[src/rtl/serial_receiver_16.sv]
// 8N1 UART receiver: deserializes bytes LSB-first and packs byte pairs into 16-bit words.
// Flags the CR-LF terminator with at_end and flushes a lone LF as {8'h0A,8'h00}.
module serial_receiver_16 #(
  parameter int CLKS_PER_BIT = 104
) (
  input  logic        clock,
  input  logic        resetn,
  input  logic        enable,
  input  logic        line_in,
  input  logic        fifo_full,
  output logic [15:0] data_out,
  output logic        data_valid,
  output logic        at_end,
  output logic        frame_error,
  output logic        overflow,
  output logic        busy
);

  localparam int CW = $clog2(CLKS_PER_BIT);
  localparam logic [CW-1:0] HALF = CW'(CLKS_PER_BIT/2 - 1);
  localparam logic [CW-1:0] FULL = CW'(CLKS_PER_BIT - 1);

  typedef enum logic [2:0] {IDLE, START, DATA, STOP, RECOVER} state_t;

  state_t          state, state_nxt;
  logic [CW-1:0]   cnt, cnt_nxt;
  logic [2:0]      bit_idx, bit_nxt;
  logic [7:0]      shift, shift_nxt;
  logic            rx_meta, rx_s;
  logic            accept, ferr;
  logic            byte_phase, prev_cr;
  logic [7:0]      hi_reg;
  logic            term;

  // line_in is asynchronous; only rx_s is ever sampled
  always_ff @(posedge clock or negedge resetn) begin
    if (!resetn) begin
      rx_meta <= 1'b1;
      rx_s    <= 1'b1;
    end else begin
      rx_meta <= line_in;
      rx_s    <= rx_meta;
    end
  end

  always_ff @(posedge clock or negedge resetn) begin
    if (!resetn) begin
      state   <= IDLE;
      cnt     <= '0;
      bit_idx <= '0;
      shift   <= '0;
    end else begin
      state   <= state_nxt;
      cnt     <= cnt_nxt;
      bit_idx <= bit_nxt;
      shift   <= shift_nxt;
    end
  end

  always_comb begin
    state_nxt = state;
    cnt_nxt   = cnt + CW'(1);
    bit_nxt   = bit_idx;
    shift_nxt = shift;
    accept    = 1'b0;
    ferr      = 1'b0;
    case (state)
      IDLE: begin
        cnt_nxt = '0;
        if (!rx_s) state_nxt = START;
      end
      START: if (cnt == HALF) begin
        cnt_nxt   = '0;
        bit_nxt   = '0;
        state_nxt = rx_s ? IDLE : DATA;
      end
      DATA: if (cnt == FULL) begin
        cnt_nxt            = '0;
        shift_nxt[bit_idx] = rx_s;
        if (bit_idx == 3'd7) state_nxt = STOP;
        else                 bit_nxt   = bit_idx + 3'd1;
      end
      STOP: if (cnt == FULL) begin
        cnt_nxt = '0;
        if (rx_s) begin
          accept    = 1'b1;
          state_nxt = IDLE;
        end else begin
          ferr      = 1'b1;
          state_nxt = RECOVER;
        end
      end
      RECOVER: begin
        cnt_nxt = '0;
        if (rx_s) state_nxt = IDLE;
      end
      default: state_nxt = IDLE;
    endcase
    if (!enable) begin
      state_nxt = IDLE;
      cnt_nxt   = '0;
      accept    = 1'b0;
      ferr      = 1'b0;
    end
  end

  // shift holds the complete byte while in STOP
  assign term = prev_cr && (shift == 8'h0A);

  always_ff @(posedge clock or negedge resetn) begin
    if (!resetn) begin
      data_out    <= '0;
      data_valid  <= 1'b0;
      at_end      <= 1'b0;
      frame_error <= 1'b0;
      overflow    <= 1'b0;
      byte_phase  <= 1'b0;
      prev_cr     <= 1'b0;
      hi_reg      <= '0;
    end else begin
      data_valid  <= 1'b0;
      at_end      <= 1'b0;
      frame_error <= ferr;
      overflow    <= overflow | (data_valid & fifo_full);
      if (!enable) begin
        byte_phase <= 1'b0;
        prev_cr    <= 1'b0;
      end else if (accept) begin
        prev_cr <= (shift == 8'h0D);
        if (byte_phase) begin
          data_out   <= {hi_reg, shift};
          data_valid <= 1'b1;
          at_end     <= term;
          byte_phase <= 1'b0;
        end else if (term) begin
          data_out   <= {8'h0A, 8'h00};
          data_valid <= 1'b1;
          at_end     <= 1'b1;
        end else begin
          hi_reg     <= shift;
          byte_phase <= 1'b1;
        end
      end
    end
  end

  assign busy = (state != IDLE);

endmodule
[config.mk]
export PLATFORM = sky130hd
export DESIGN_NAME = serial_receiver_16
export DESIGN_NICKNAME = d
export VERILOG_FILES = /design/src/rtl/serial_receiver_16.sv
export SDC_FILE = /design/constraint.sdc
export NUM_CORES = 1
export LEC_CHECK = 0
export ABC_AREA = 1
export ABC_CLOCK_PERIOD_IN_PS = 1900
export CORE_MARGIN = 2
export CORE_UTILIZATION = 56
export DETAILED_ROUTE_END_ITERATION = 10
export PLACE_DENSITY = 0.79
export SYNTH_ARGS = -nofsm -noshare
export SYNTH_HDL_FRONTEND = slang
export SYNTH_SLANG_ARGS = --single-unit
[constraint.sdc]
create_clock -name clock -period 1.9 [get_ports clock]
set_input_delay 0.19 -clock clock [delete_from_list [all_inputs] [get_ports clock]]
set_output_delay 0.19 -clock clock [all_outputs]
set_load 0.005 [all_outputs]
-- After elaboration in Yosys (flattened, before gate mapping)
Cells that the tools add are included.
- bits in registers: 53
- input bits: 5
- output and inout bits: 21
- word-level logic and storage cells: 98
- add/sub/neg operators: 2
- magnitude comparators: 2
- equality and inequality tests: 19
- muxes and demuxes: 44
- bitwise logic cells: 4
- reductions and logical operators: 13
- operators with widths (operator ; number):
    3-bit two-way mux ; 11
    16-bit two-way mux ; 2
    1-bit two-way mux ; 22
    7-bit two-way mux ; 3
    7-bit case mux with 3 select lines ; 1
    3-bit inequality test (second input constant) ; 6
    8-bit by 4-bit equality test with 1-bit output (second input constant) ; 2
    3-bit case mux with 5 select lines ; 1
    8-bit bitwise mux ; 1
    4-bit AND reduction ; 2
    7-bit by 1-bit adder with 7-bit output (second input constant) ; 1
    7-bit by 6-bit equality test with 1-bit output (second input constant) ; 1
    7-bit equality test (second input constant) ; 1
    3-bit by 2-bit equality test with 1-bit output (second input constant) ; 2
    3-bit equality test (second input constant) ; 2
    2-bit inequality test (second input constant) ; 3
    3-bit case mux with 2 select lines ; 1
    6-bit AND reduction ; 1
    3-bit by 4-bit less-than comparator with 1-bit output (second input constant) ; 1
    2-bit nonzero test ; 2
    2-bit OR reduction ; 2
    3-bit by 1-bit adder with 3-bit output (second input constant) ; 1
    1-bit demux with 3-bit select ; 1
    3-bit by 1-bit equality test with 1-bit output (second input constant) ; 1
    11 further kinds ; 13

-- Longest topological paths before layout
- depth after elaboration: 6
- gate-level depth with buffers: 10
- gate-level depth less buffers: 10

-- Worst setup path after synthesis
No wires, ideal clock.
- kind: reg2reg
- start: register cnt[0]
- end: register data_out[11]
- library setup time: 117 ps
- arrival: 1607 ps
- data required time: 1783 ps
- path slack: 177 ps
- cell stages (with the launch flop): 10
- path buffers: 1
- period minus slack after synthesis: 1723 ps
- cell sequence: dfrtp_1 -> ha_1 -> nand2_2 -> nor2_4 -> nand2_4 -> nor3_4 -> nand2_4 -> buf_6 -> nand2_1 -> nand2_1
- longest elaborated chain between the ends: 5
- RTL lines (what ; RTL line ; text):
    start, declared ; 26 ; logic [CW-1:0] cnt, cnt_nxt;
    start signal, assigned ; 54 ; cnt <= cnt_nxt;
    7-bit equality test ; 83 ; STOP: if (cnt == FULL) begin
    1-bit two-way mux ; 83 ;
    1-bit two-way mux ; 67 ; case (state)
    1-bit two-way mux ; 99 ; if (!enable) begin
    3-bit AND reduction (no source line) ; - ;
    end signal, assigned ; 131 ; data_out <= {hi_reg, shift};
    end signal, assigned ; 136 ; data_out <= {8'h0A, 8'h00};
    end, declared ; 11 ; output logic [15:0] data_out,
No other way between the ends.
A chain may end at the register's enable or synchronous reset.

-- Worst setup path in the final report
- start: register cnt[0]
- end: register hi_reg[2]
- longest elaborated chain between the ends: 5
- RTL lines (what ; RTL line ; text):
    7-bit equality test ; 83 ;
    1-bit two-way mux ; 83 ;
    1-bit two-way mux ; 67 ;
    1-bit two-way mux ; 99 ;
    4-bit AND reduction (no source line) ; - ;
    end signal, assigned ; 140 ; hi_reg <= shift;
    end, declared ; 32 ; logic [7:0] hi_reg;
No other way between the ends.

==> summary.md <==
| Metric | Value |
|---|---|
| Wirelength, routed | 4600 µm |
| Syn Nets | 305 |
| CTS tree | done |
| Syn. warnings | 0 |
| Overall power | 2.19 mW |
| H-tree depth | 2 |
| Worst Path Required | 2.10 ns |
| Rel. slew slack | 0.614 |
| Row cnt | 24 |
| Hold crit path type | in2reg |
| RSZ-0062 raised after global routing | no |
| Leak Pwr | 1.45 nW |
| Die X | 70.4 µm |
| P per Cell Area | 754 mW/mm² |
| Startpoint types | flip-flop |
| Layout cell share with drive strength beyond 1 | 0.0967 |
| Total grt overflow | 0 |
| Worst path cell trace | ha_2 -> nand2_2 -> nor2_4 -> nand2_4 -> nor3_4 -> nand2_2 -> nand2_1 -> nand2_1 |
| DP HPWL | 3340 µm |
| Core area | 0.00429 mm² |
| Postcts setup bufs | 0 |
| Max FFs per register | 16 |
| Endpoints failing setup | 0 |
| Max stage delay on crit path | 0.38 ns |
| Clock Root Buffer | clkbuf_8 |
| Final hold violations | 0 |
| Fillers | 384 |
| Ant diodes | 0 |
| Clk pin slew, worst setup/hold paths | 0.09 ns |
| Final slew viol count | 0 |
| Final ANT Viol Nets | 0 |
| Initial Util | 0.576 |
| Die height | 70.4 µm |
| Flop and latch count out of synthesis | 53 |
| FMAX | 580 MHz |
| Bufs on Longest Clock Path | 2 |
| Nets | 338 |
| Drt first pass iters | 4 |
| Max FO, Critical Path | 9 |
| Clock buffer count from CTS | 5 |
| Post-route minimum period | 1.72 ns |
| WL per Instance | 12.0 µm |
| Yosys cell types | 28 |
| Synthesized instance count | 297 |
| Sink Count | 53 |
| Via count | 1969 |
| Critical path's slowest cell | dfrtp_1 |
| Worst VDD drop | 510 µV |
| Bufs and invs on worst path | 0 |
| Run status | finished, final reports clean |
| Commonest non-fill, non-tap cells in the layout | 96 x nand2_1, 51 x dfrtp_1, 45 x nand3_1, 24 x clkdlybuf4s50_1 |
| Worst skew pair latency | 0.30 ns |
| Leading cell type in the layout, fill and taps excluded | nand2_1 |
| IO Port Bufs | 25 |
| Pin count of the biggest net entering global routing | 29 |
| Vias in the first global route | 1802 |
| Antenna violations before repair | 0 |
| Crit path max-delay family | simple AND/OR/NAND/NOR gates |
| Ports | 26 |
| Gr usage total | 0.206 |
| Number of remaining DRC errors | 0 |
| Global-route wire length before repair | 8060 µm |
| Syn avg cell area | 8.32 µm² |
| RePlAce Congestion | 0.886 |
| Start point of the critical path | cnt[0]$_DFF_PN0_ |
| Cell area after synthesis | 0.00247 mm² |
| Setup_tns | 0 ns |
| Worst reg2reg path startpoint | cnt[0]$_DFF_PN0_ |
| DIE AREA | 0.00496 mm² |
| Hold path startpoint | line_in |
| Worst-margin pin slew | 0.579 ns |
| DR iter-0 viols | 102 |
| Area grow syn2layout | 17.5% |
| Crit path arrival time | 1.92 ns |
| Via-to-Cell Ratio | 5.14 |
| Seq/Total Area, Yosys | 0.537 |
| CP endpoint kind | flip-flop |
| Max cap viols | 0 |
| Period utilisation layout | 0.908 |
| Clk_skew | 0.00687 ns |
| Worst Setup Path Type | reg2reg |
worst reg2reg max path: cells and delay by family, from the launching register on:
kind / cells / cell delay, ns
and+or+nand+nor: 7 / 1.02
DFF: 1 / 0.38
adders and majority gates: 1 / 0.22
where the power goes:
| group | internal, mW | total [mW] | switching [mW] |
|---|---|---|---|
| Sequential | 1.16 | 1.21 | 0.0456 |
| Clock | 0.262 | 0.626 | 0.364 |
| Combinational | 0.116 | 0.355 | 0.239 |
| Total | 1.54 | 2.19 | 0.648 |
per-stage QoR:
stage | worst slack, ns | util | cells | hold WS [ns] | instance area (µm²)
floorplan | 0.177 | - | 297 | -0.106 | 2470
finish | 0.176 | 0.676 | 383 | 0.281 | 2900
detailed placement | 0.145 | 0.651 | 374 | 0.224 | 2790
global route | 0.00938 | 0.676 | 383 | 0.287 | 2900
global placement | 0.206 | 0.651 | 374 | 0.227 | 2790
CTS | 0.116 | 0.674 | 383 | 0.278 | 2900
final cells by class:
type                       count  area (µm²)  area share
clock inverter                 3        22.5     0.00776
sequential                    53        1330       0.458
tap                           52        65.1      0.0224
timing repair buffer          33         324       0.112
inverter                      25        93.8      0.0323
multi-input combinational    212        1000       0.345
clock buffer                   5        68.8      0.0237
per-layer routing:
layer	part of all wire	vias to the layer above	global-route usage
met2	0.47	37	0.318
li1	-	1020	-
met3	0.036	5	0.0361
met1	0.48	907	0.281
met4	0.016	0	0.103
met5	0	-	0
synthesized netlist by cell type (all sizes together):
cell | number | area share
nand3 | 45 | 0.091
nor3 | 9 | 0.023
a21oi | 4 | 0.0081
or2 | 2 | 0.0051
buf | 5 | 0.019
o21ai | 12 | 0.024
and2 | 1 | 0.0025
clkinv | 1 | 0.0015
a21o | 1 | 0.0030
xor2 | 2 | 0.0071
nand4 | 3 | 0.0076
dfstp | 2 | 0.021
clkbuf | 2 | 0.0030
dfrtp | 51 | 0.52
nand3b | 3 | 0.0091
nand2 | 101 | 0.16
a31oi | 1 | 0.0025
nor2 | 25 | 0.042
inv | 24 | 0.036
ha | 3 | 0.015
final timing paths:
kind	to	slack [ns]	cells after the start
worst max-delay path	hi_reg[2]$_DFFE_PN0P_	0.18	8
worst min-delay path	rx_meta$_DFF_PN1_	0.28	1
worst max register to register	hi_reg[2]$_DFFE_PN0P_	0.18	8
worst min register to register	rx_s$_DFF_PN1_	0.36	0
max in group asynchronous	hi_reg[4]$_DFFE_PN0P_	0.95	3
min in group asynchronous	state[2]$_DFFE_PN0P_	0.41	2
cell families after synthesis:
kind of cell / count (synthesis) / share of synthesized area
and+or+nand+nor: 189 / 0.343
DFF: 53 / 0.537
AOI/OAI and AO/OA: 18 / 0.0380
adders and majority gates: 3 / 0.0152
buffers and inverters: 32 / 0.0597
xor gates and xnor gates: 2 / 0.00709
repair_timing:
action                                  CTS  global route
hold buffers                              1             0
endpoints found under the hold margin    23             0
endpoints found under the setup margin    0            16
gates resized for setup                   0             3
(Power assumes the default switching activity.)
